<file path="src/rtl/shift_serializer_mc_if.sv">
// Handshake bundle for shift_serializer_mc: word input side, beat output side and status.
// The slave modport is the serializer; the master modport is whatever feeds and drains it.
interface shift_serializer_mc_if #(
  parameter int FROM_W = 32,
  parameter int LANES  = 1
);
  logic [FROM_W-1:0] data_i;
  logic              valid_i;
  logic              ready_o;
  logic [LANES-1:0]  data_o;
  logic              valid_o;
  logic              ready_i;
  logic              last_o;
  logic              busy_o;

  modport slave (
    input  data_i, valid_i, ready_i,
    output ready_o, data_o, valid_o, last_o, busy_o
  );

  modport master (
    output data_i, valid_i, ready_i,
    input  ready_o, data_o, valid_o, last_o, busy_o
  );
endinterface

</file>
<file path="src/rtl/shift_serializer_mc.sv">
// Multi-lane parallel-to-serial converter with valid/ready on both sides.
// Define SHIFT_SERIALIZER_PREFETCH_EN to add a one-word holding buffer for zero-bubble words.
//
//   state    | meaning
//   ---------+---------------------------------------------------------------
//   ST_IDLE  | no word held, ready_o = 1, valid_o = 0
//   ST_SHIFT | emitting beats of the loaded word, valid_o = 1, last_o at cnt 0
module shift_serializer_mc #(
  parameter int FROM_W    = 32,
  parameter int LANES     = 1,
  parameter int MSB_FIRST = 1
) (
  input logic                  clk,
  input logic                  reset,
  shift_serializer_mc_if.slave bus
);
  localparam int BEATS = FROM_W / LANES;
  localparam int CNT_W = (BEATS > 1) ? $clog2(BEATS) : 1;
  localparam logic [CNT_W-1:0] CNT_LOAD = CNT_W'(BEATS - 1);

  localparam logic [0:0] ST_IDLE  = 1'b0;
  localparam logic [0:0] ST_SHIFT = 1'b1;

  logic [0:0]        state;
  logic [FROM_W-1:0] sreg;
  logic [FROM_W-1:0] sreg_shifted;
  logic [CNT_W-1:0]  cnt;
  logic              ready_int;
  logic              valid_int;
  logic              accept;
  logic              xfer;
  logic              last_xfer;

  assign valid_int    = (state == ST_SHIFT);
  assign xfer         = valid_int && bus.ready_i;
  assign last_xfer    = xfer && (cnt == '0);
  assign accept       = bus.valid_i && ready_int;
  assign sreg_shifted = (MSB_FIRST != 0) ? (sreg << LANES) : (sreg >> LANES);

  assign bus.valid_o  = valid_int;
  assign bus.busy_o   = valid_int;
  assign bus.ready_o  = ready_int;
  assign bus.last_o   = valid_int && (cnt == '0);

  generate
    if (MSB_FIRST != 0) begin : g_msb
      assign bus.data_o = sreg[FROM_W-1 -: LANES];
    end else begin : g_lsb
      assign bus.data_o = sreg[LANES-1:0];
    end
  endgenerate

`ifdef SHIFT_SERIALIZER_PREFETCH_EN
  logic [FROM_W-1:0] buf_q;
  logic              buf_full;

  assign ready_int = (state == ST_IDLE) || !buf_full;

  always_ff @(posedge clk or posedge reset) begin
    if (reset) begin
      state    <= ST_IDLE;
      sreg     <= '0;
      cnt      <= '0;
      buf_q    <= '0;
      buf_full <= 1'b0;
    end else begin
      case (state)
        ST_IDLE: begin
          if (accept) begin
            sreg  <= bus.data_i;
            cnt   <= CNT_LOAD;
            state <= ST_SHIFT;
          end
        end
        default: begin
          // Accepting in SHIFT implies the buffer is empty; on the last beat it bypasses.
          if (accept && !last_xfer) begin
            buf_q    <= bus.data_i;
            buf_full <= 1'b1;
          end
          if (xfer) begin
            if (cnt != '0) begin
              sreg <= sreg_shifted;
              cnt  <= cnt - 1'b1;
            end else if (buf_full) begin
              sreg     <= buf_q;
              cnt      <= CNT_LOAD;
              buf_full <= 1'b0;
            end else if (accept) begin
              sreg <= bus.data_i;
              cnt  <= CNT_LOAD;
            end else begin
              sreg  <= sreg_shifted;
              state <= ST_IDLE;
            end
          end
        end
      endcase
    end
  end
`else
  assign ready_int = (state == ST_IDLE);

  always_ff @(posedge clk or posedge reset) begin
    if (reset) begin
      state <= ST_IDLE;
      sreg  <= '0;
      cnt   <= '0;
    end else begin
      case (state)
        ST_IDLE: begin
          if (accept) begin
            sreg  <= bus.data_i;
            cnt   <= CNT_LOAD;
            state <= ST_SHIFT;
          end
        end
        default: begin
          if (xfer) begin
            sreg <= sreg_shifted;
            if (cnt != '0) begin
              cnt <= cnt - 1'b1;
            end else begin
              state <= ST_IDLE;
            end
          end
        end
      endcase
    end
  end
`endif
endmodule

</file>
<file path="src/flat_wrapper.sv">
// flat-port wrapper written by rule: the top's interface ports become plain ports
module shift_serializer_mc_flat 
#(
  parameter int FROM_W    = 32,
  parameter int LANES     = 1,
  parameter int MSB_FIRST = 1
)
  (clk, reset, bus_data_i, bus_valid_i, bus_ready_i, bus_ready_o, bus_data_o, bus_valid_o, bus_last_o, bus_busy_o);
  shift_serializer_mc_if #(.FROM_W(FROM_W), .LANES(LANES)) bus_i ();
  input logic clk;
  input logic reset;
  input wire logic [$bits(bus_i.data_i)-1:0] bus_data_i;
  input wire logic [$bits(bus_i.valid_i)-1:0] bus_valid_i;
  input wire logic [$bits(bus_i.ready_i)-1:0] bus_ready_i;
  output wire logic [$bits(bus_i.ready_o)-1:0] bus_ready_o;
  output wire logic [$bits(bus_i.data_o)-1:0] bus_data_o;
  output wire logic [$bits(bus_i.valid_o)-1:0] bus_valid_o;
  output wire logic [$bits(bus_i.last_o)-1:0] bus_last_o;
  output wire logic [$bits(bus_i.busy_o)-1:0] bus_busy_o;
  assign bus_i.data_i = bus_data_i;
  assign bus_i.valid_i = bus_valid_i;
  assign bus_i.ready_i = bus_ready_i;
  assign bus_ready_o = bus_i.ready_o;
  assign bus_data_o = bus_i.data_o;
  assign bus_valid_o = bus_i.valid_o;
  assign bus_last_o = bus_i.last_o;
  assign bus_busy_o = bus_i.busy_o;
  shift_serializer_mc #(.FROM_W(FROM_W), .LANES(LANES), .MSB_FIRST(MSB_FIRST)) u_core (.clk(clk), .reset(reset), .bus(bus_i));
endmodule
</file>
<file path="config.mk">
export PLATFORM = sky130hd
export DESIGN_NAME = shift_serializer_mc_flat
export DESIGN_NICKNAME = d
export VERILOG_FILES = /design/src/rtl/shift_serializer_mc_if.sv /design/src/rtl/shift_serializer_mc.sv /design/src/flat_wrapper.sv
export SDC_FILE = /design/constraint.sdc
export NUM_CORES = 1
export LEC_CHECK = 0
export BUFFER_PORTS_ARGS = -buffer_cell sky130_fd_sc_hd__buf_4
export CORE_MARGIN = 2
export CORE_UTILIZATION = 55
export DETAILED_ROUTE_END_ITERATION = 7
export PLACE_DENSITY = 0.81
export SYNTH_ARGS = -nofsm -noshare
export SYNTH_HDL_FRONTEND = slang
export SYNTH_SLANG_ARGS = --single-unit
export TNS_END_PERCENT = 5
</file>
<file path="constraint.sdc">
create_clock -name clk -period 3.7 [get_ports clk]
set_input_delay 0.185 -clock clk [delete_from_list [all_inputs] [get_ports clk]]
set_output_delay 0.185 -clock clk [all_outputs]
set_load 0.05 [all_outputs]
</file>
==> flow_summary.ini <==
[pwr]
pwr_density_cell_nw_per_um2 = 613
p_seq_frac = 0.502
swShare = 0.357
p_comb_frac = 0.345
leakagePower_nw = 1.19
clkPwrFrac = 0.153
p_int_uw = 860
ir_worst_vdd_v = 0.000316
switchingPower_uw = 478

[setup_path]
worstPathArrival_ns = 1.84
r2r_start = u_core.bus.busy_o
worstSetupStartpointType = flop
reg2regPathDepth = 3
crit_path_end_kind = output port
ff2ff_setup_slack_ns = 1.95
crit-reg2reg-capture = u_core.sreg[2]
critPathMaxFanout = 6
worstSetupPathType = flop to output port
critical_path_required_ns = 3.51

[timing]
drv_slew = 0
setup_viol = 0
finalHoldViolCount = 0
tightest_slew_ns = 0.626
holdWs_ns = 0.0681
slew_headroom = 0.573
rsz0062_at_grt = false
fin_tns_setup_ns = 0
period_needed_ns = 2.03
finalCritPeriodShare = 0.548
fin_skew_ns = 0.00834
fmax_mhz = 494

[clock_tree]
clkTransAtPathRegs_ns = 0.11
cts_sinks = 38
cts_max_level = 2
clock-root-buffer = clkbuf_4
cts_tree = built
cts_buffers = 5
clkLatencyLatePin_ns = 0.34
cts_resized = 0
clockBufferDepth = 2

[hold_path]
worstHoldEndpoint = u_core.sreg[0]
hold_start = bus_data_i[0]
holdCritPathClass = input port to flop
hold_path_depth = 2

[routing]
wirelength_um = 3450
via_per_inst = 5.21
drcViolationCount = 0
first_pass_iters = 4
vias = 1343
ant_nets = 0
wl_per_cell_um = 13.4
drt_iter0_markers = 122

[placed_design]
post-dp-hpwl_um = 2380
dpl_cell_area_um2 = 2130
io_buffers = 40
gp_congestion = 0.789

[global_route]
grt_pass1_wl_um = 5980
grt_pass1_vias = 1359
antenna_found_initial = 0
grt_usage = 0.219
grt_max_degree = 44
overflow = 0

[die]
start_util = 0.585
coreArea_um2 = 3080
die_w_um = 61.2
fp.dieH_um = 61.2
die-area_um2 = 3750
rows = 20
ioPinCount = 41

[yosys]
netlist_area_um2 = 1800
netlist_instances = 175
synth.net_count = 212
ys_types = 26
ys_seq_area_frac = 0.528
yosysWarnings = 0
syn_avg_cell_area_um2 = 10.3
ys_seq_elements = 38

[final_layout]
nNetsFinal = 250
syn_to_final_growth_pct = 21.3
layout-drive-gt1-share = 0.238
postLayoutCellArea_um2 = 2180
diodes = 0

[status]
outcome = completed

[run]
maxCapViolCount = 0
## timing repair
action / 4_1_cts / 5_1_grt
endpoints found under the setup margin: 0 / 0
hold endpoints to repair: 38 / 0
hold buffers: 1 / 0
buffers inserted: 0 / 0
## critical path: stages (launching register included)
cell,delay (ns)
dfrtp_1,0.42
inv_1,0.07
ha_1,0.17
nor4b_2,0.45
and2_1,0.20
buf_4,0.19
## layout make-up
class	count	area [µm²]
clock buffers	8	48.8
fillers	241	893
inverters	5	18.8
multi-input cells	119	777
flip-flops and latches	38	952
well taps	44	55.1
repair buffers	44	333
## through the flow
| stage | power [mW] | util | instances | setup WS (ns) |
|---|---|---|---|---|
| floorplan | 1.01 | - | 175 | 1.85 |
| global placement | 1.11 | 0.691 | 249 | 2.05 |
| detailed placement | 1.15 | 0.691 | 249 | 1.98 |
| CTS | 1.35 | 0.710 | 258 | 1.65 |
| global route | 1.45 | 0.710 | 258 | 1.51 |
| finish | 1.34 | 0.710 | 258 | 1.67 |
## power groups by stage
| stage | Clock [mW] | Sequential (mW) | Combinational [mW] |
|---|---|---|---|
| after floorplan | 0 | 0.671 | 0.342 |
| after global placement | 0 | 0.668 | 0.440 |
| after detailed placement | 0 | 0.680 | 0.466 |
| after CTS | 0.211 | 0.674 | 0.468 |
| after global routing | 0.228 | 0.695 | 0.528 |
| final | 0.205 | 0.671 | 0.462 |
## kinds of logic (layout without fill, tap and decap cells)
logic type | count (synthesis) | after routing | share of synthesized area
simple gates | 44 | 44 | 0.115
flops | 38 | 38 | 0.528
compound gates | 42 | 42 | 0.124
mux | 32 | 32 | 0.178
fa+ha+maj | 1 | 1 | 0.00695
buf+inv | 18 | 57 | 0.0473
## flip-flops by register name, indices dropped and copies added (netlist names)
signal and cells:
u_core.cnt 5, u_core.sreg 32, u_core.bus.busy_o 1
## worst max path at each step
stage                       to         startpoint  depth (start not counted)
2_1_floorplan       bus_last_o  u_core.bus.busy_o                          3
3_3_place_gp   u_core.sreg[29]  u_core.bus.busy_o                          3
3_5_place_dp   u_core.sreg[29]  u_core.bus.busy_o                          3
4_1_cts             bus_last_o      u_core.cnt[0]                          5
5_1_grt             bus_last_o      u_core.cnt[0]                          5
6_report            bus_last_o      u_core.cnt[0]                          5
## routing by layer
| layer | vias up | part of all wire | global-route usage |
|---|---|---|---|
| met3 | 5 | 0.046 | 0.0462 |
| met2 | 27 | 0.51 | 0.383 |
| met4 | 0 | 0.013 | 0.0932 |
| met1 | 632 | 0.43 | 0.262 |
| li1 | 679 | - | - |
| met5 | - | 0 | 0 |
## Yosys cell counts
| master | instances | area (µm²) |
|---|---|---|
| dfrtp_1 | 38 | 951 |
| nand3_1 | 1 | 5.00 |
| or3b_1 | 1 | 8.76 |
| clkbuf_1 | 3 | 11.3 |
| o21a_1 | 2 | 15.0 |
| nor2b_1 | 1 | 6.26 |
| a22o_1 | 1 | 8.76 |
| nor2_1 | 3 | 11.3 |
| buf_4 | 2 | 15.0 |
| o21ai_0 | 34 | 170 |
| nor4b_2 | 1 | 15.0 |
| o21ai_1 | 1 | 5.00 |
| inv_1 | 5 | 18.8 |
| nand2b_1 | 1 | 6.26 |
| or4b_1 | 1 | 10.0 |
| o22a_1 | 1 | 8.76 |
| a21oi_1 | 2 | 10.0 |
| buf_2 | 8 | 40.0 |
| a31oi_1 | 1 | 6.26 |
| ha_1 | 1 | 12.5 |
| nor4_1 | 1 | 6.26 |
| nand4b_1 | 1 | 8.76 |
| mux2i_1 | 32 | 320 |
| nand2_1 | 31 | 116 |
| or2b_1 | 1 | 7.51 |
| and2_1 | 1 | 6.26 |
## placed cells by master, fill, tap and decap left out, types with 2 or more instances in the layout
master    count
buf_4        43
dfrtp_1      37
o21ai_0      34
mux2i_1      31
nand2_1      31
inv_1         5
clkbuf_4      5
nor2_1        3
clkbuf_1      3
a21oi_1       2
o21a_1        2
Power figures use the tool's default switching activity.
